--- src/rtl/sign_extend32.sv ---
// sign_extend32: immediate-field extension unit.
// signExt is a purely combinational sign extension of the 16-bit immediate.
// extOut/outValid/extNeg form a one-stage registered path that applies the
// mode-selected extension, with stall (hold) and valid qualification.
module sign_extend32 (
    input  logic        clk,
    input  logic        rst_n,
    input  logic [15:0] immPartInst,
    input  logic [1:0]  extMode,
    input  logic        inValid,
    input  logic        hold,
    output logic [31:0] signExt,
    output logic [31:0] extOut,
    output logic        outValid,
    output logic        extNeg
);

    // Extension modes
    localparam logic [1:0] MODE_SIGN   = 2'b00;
    localparam logic [1:0] MODE_ZERO   = 2'b01;
    localparam logic [1:0] MODE_UPPER  = 2'b10;
    localparam logic [1:0] MODE_BRANCH = 2'b11;

    logic        imm_sign;
    logic [15:0] sign_fill;
    logic [31:0] result_next;
    logic [31:0] ext_out_reg;
    logic        out_valid_reg;
    logic        ext_neg_reg;
    logic        capture;

    assign imm_sign = immPartInst[15];

    // Replicate the immediate's sign bit across the upper half, one bit per lane.
    generate
        for (genvar gi = 0; gi < 16; gi++) begin : g_sign_fill
            assign sign_fill[gi] = imm_sign;
        end
    endgenerate

    // Unregistered sign extension; untouched by reset, clock or mode.
    assign signExt = {sign_fill, immPartInst};

    // Mode-dependent result; every case is plain bit rearrangement.
    always_comb begin
        result_next = 32'h0000_0000;
        case (extMode)
            MODE_SIGN:   result_next = {sign_fill, immPartInst};
            MODE_ZERO:   result_next = {16'h0000, immPartInst};
            MODE_UPPER:  result_next = {immPartInst, 16'h0000};
            // The two sign copies pushed out at the top are simply dropped.
            MODE_BRANCH: result_next = {sign_fill[13:0], immPartInst, 2'b00};
            default:     result_next = 32'h0000_0000;
        endcase
    end

    assign capture = !hold && inValid;

    // Output stage: reset wins, hold freezes everything, otherwise capture or drop valid.
    always_ff @(posedge clk or negedge rst_n) begin
        if (!rst_n) begin
            ext_out_reg   <= 32'h0000_0000;
            out_valid_reg <= 1'b0;
            ext_neg_reg   <= 1'b0;
        end else if (!hold) begin
            out_valid_reg <= inValid;
            if (capture) begin
                ext_out_reg <= result_next;
                ext_neg_reg <= result_next[31];
            end
        end
    end

    assign extOut   = ext_out_reg;
    assign outValid = out_valid_reg;
    assign extNeg   = ext_neg_reg;

endmodule

--- config.mk ---
export PLATFORM = sky130hd
export DESIGN_NAME = sign_extend32
export DESIGN_NICKNAME = d
export VERILOG_FILES = /design/src/rtl/sign_extend32.sv
export SDC_FILE = /design/constraint.sdc
export NUM_CORES = 1
export LEC_CHECK = 0
export CAP_MARGIN = 0
export CORE_AREA = 2 2 80 63
export CTS_CLUSTER_SIZE = 24
export DETAILED_ROUTE_END_ITERATION = 8
export DIE_AREA = 0 0 82 65
export PLACE_DENSITY_LB_ADDON = 0.05
export SLEW_MARGIN = 20
export SYNTH_ARGS = -nofsm -noshare
export SYNTH_HDL_FRONTEND = slang
export SYNTH_SLANG_ARGS = --single-unit
--- constraint.sdc ---
create_clock -name clk -period 1.15 [get_ports clk]
set_clock_uncertainty 0.2 [all_clocks]
set_input_delay 0.1725 -clock clk [delete_from_list [all_inputs] [get_ports clk]]
set_output_delay 0.1725 -clock clk [all_outputs]
set_load 0.05 [all_outputs]
==> reports/summary.txt <==
Final min period -> 1.271 ns
DRC Markers -> 0
Clock slew at reported path FFs -> 0.07 ns
Synth area leader -> dfrtp_1
Syn Std Cell Area -> 1810 um2
Routability cong. -> 0.7753
Share of the yosys chip area belonging to registers -> 45.61%
Worst setup SP type -> flip-flop
Iteration count of the initial detailed-routing pass -> 4
Placement row count -> 22
Switch Pwr -> 0.001867 W
Critical-path cell list -> buf_12
P&R area growth vs syn -> 103.1%
CTS tree -> done
Synth top area share -> 45.61%
GRT Total Usage -> 24.12%
Die height -> 65 um
Dpl ws -> -0.6221 ns
Initial Util -> 39.15%
Gr ovfl total -> 0
Post-synth cell types -> 21
Combinational power share -> 51.1%
Final setup margin -> -0.1212 ns
Inserted Clock Buffers -> 5
Static Leak -> 1.673 nW
Crit Path Category -> flip-flop to output port
Clock sink count -> 33
Internal -> 0.002913 W
Hold Buf Count CTS -> 0
Post-Synthesis Cells -> 200
Crit path max-delay family -> flip-flops
CP Buf/Inv Count -> 1
Initial antenna violation count -> 0
Vias in the first global route -> 1785
Crit share post-route -> 110.5%
Vias per inst -> 5.079
Clk Latency, worst-skew pair -> 0.28 ns
Pwr dens -> 1300 nW/um2
Largest net degree at the start of global routing -> 19
Critical Path AT -> 0.90 ns
Avg Cell Area, Syn -> 9.052 um2
Ys async rst share -> 100.0%
Die W -> 82 um
I/O pins -> 88
Crit-path slowest cell -> dfrtp_2
Routed wire length -> 6.268 mm
Post-Syn Nets -> 222
Yosys Warn Count -> 0
Pins Over Slew Limit -> 0
Most used flip-flop cell after synthesis -> dfrtp_1
DIE AREA -> 5330 um2
Clock power frac -> 17.2%
Worst Setup End Kind -> output port
Violated checks -> setup timing
Worst Max-Slew Pin Slew -> 0.2791 ns
First-pass GRT wire length -> 9.501 mm
Max-Cap Viols -> 0
Largest cells by area after synthesis -> dfrtp_1, buf_4, nor2_1
Flops & latches, synth -> 33
Rel. slew slack -> 81.39%
Initial DRC Count -> 141
Min-Delay Path Class -> input pin to async pin
Nets -> 315
Final core utilization -> 79.52%
CP peak stage delay -> 0.45 ns
Antenna Cells -> 0
CP Max Fanout -> 3
Post-synth EDFFs -> 0
Port Buf Inserts -> 87
Fmax -> 786.6 MHz
Share of cells above drive strength 1 -> 47.78%
Switch share -> 39.05%
CTS root buf -> clkbuf_8
Vias -> 1793
WL/cell -> 17.76 um
Final Hold Vio Count -> 0
Core area -> 4624 um2
Count leader, synth -> nor2_1
WP data required -> 0.78 ns
Hpwl dp -> 3.999 mm
Unrepaired setup endpoints after global routing -> true
Clock tree buffer depth -> 2
Status -> complete, but fails checks
Flop pwr share -> 31.8%
Setup violators final -> 34
Peak supply drop -> 876.2 uV
# H-tree levels -> 2
Antenna-violating nets left -> 0
Commonest cells in the netlist -> nor2_1, buf_4, dfrtp_1
-- state kept, by name (all words and copies together), names as in the netlist --
signal    cells
extOut       32
outValid      1
-- placed cells by master, fill, tap and decap left out, types with 5 or more instances in the layout --
cell / instances
a221oi_1: 5
clkbuf_8: 5
a21oi_1: 16
dfrtp_1: 31
buf_4: 33
buf_12: 71
a221oi_2: 8
clkdlybuf4s15_1: 5
dlygate4sd2_1: 9
nand2_1: 6
nor2b_1: 11
o21ai_0: 19
nor2_1: 41
-- what timing repair did --
action                                  4_1_cts  5_1_grt
endpoints found under the setup margin       98       63
resized for setup                            38       22
pin swaps                                     3        1
gates cloned                                  5        1
buffers inserted                              7        5
-- cell families (layout without fill, tap and decap cells) --
group	after synthesis	in the layout	synth area share, %
DFF	33	33	45.61
AOI/OAI and AO/OA	50	50	17.55
buffers and inverters	48	140	18.73
and+or+nand+nor	68	69	17.48
muxes	1	1	0.6219
-- routing by layer --
metal,GRT usage (%),part of all wire (%),vias to the layer above
li1,-,-,824
met1,32.95,40,886
met2,38.01,51,74
met3,8.078,7.7,9
met4,3.333,1.1,0
met5,0,0,-
-- worst paths after layout --
check / from / to / slack [ns] / depth (start not counted)
max: extOut[31] / extNeg / -0.12 / 1
min: rst_n / extOut[31] / 0.02 / 2
max reg2reg: extOut[21] / extOut[21] / 0.09 / 3
min reg2reg: extOut[0] / extOut[0] / 0.36 / 2
max in group asynchronous: rst_n / extOut[14] / 0.46 / 2
min in group clk: immPartInst[10] / extOut[12] / 0.02 / 3
-- final cells by class --
| type | count | area (um2) |
|---|---|---|
| timing repair buffer | 131 | 1978 |
| fill | 275 | 947.2 |
| sequential | 33 | 828.3 |
| multi-input combinational | 120 | 706.9 |
| tap | 60 | 75.07 |
| clock buffer | 6 | 72.57 |
| inverter | 2 | 11.26 |
| clock inverter | 1 | 5.005 |
-- through the flow --
step / std cells / instance area (um2) / power, W / hold WS [ns] / TNS [ns]
after CTS: 348 / 3603 / 0.004723 / 0.03548 / -2.832
after detailed placement: 329 / 3349 / 0.003840 / 0.3339 / -26.08
after global routing: 353 / 3677 / 0.004955 / 0.04272 / -3.710
after global placement: 329 / 3349 / 0.003816 / 0.3236 / -25.47
after floorplan: 200 / 1815 / 0.002583 / -0.3231 / -0.001225
final: 353 / 3677 / 0.004780 / 0.02139 / -2.859
-- power groups by stage --
| stage | Sequential, W | Clock, W | Combinational, W |
|---|---|---|---|
| 3_5_place_dp | 0.00153 | 0 | 0.00231 |
| 4_1_cts | 0.00151 | 0.000816 | 0.00239 |
| 2_1_floorplan | 0.00200 | 0 | 0.000588 |
| 3_3_place_gp | 0.00153 | 0 | 0.00229 |
| 5_1_grt | 0.00153 | 0.000887 | 0.00254 |
| 6_report | 0.00152 | 0.000820 | 0.00244 |
Note: power is estimated with default switching activity, not from simulation.
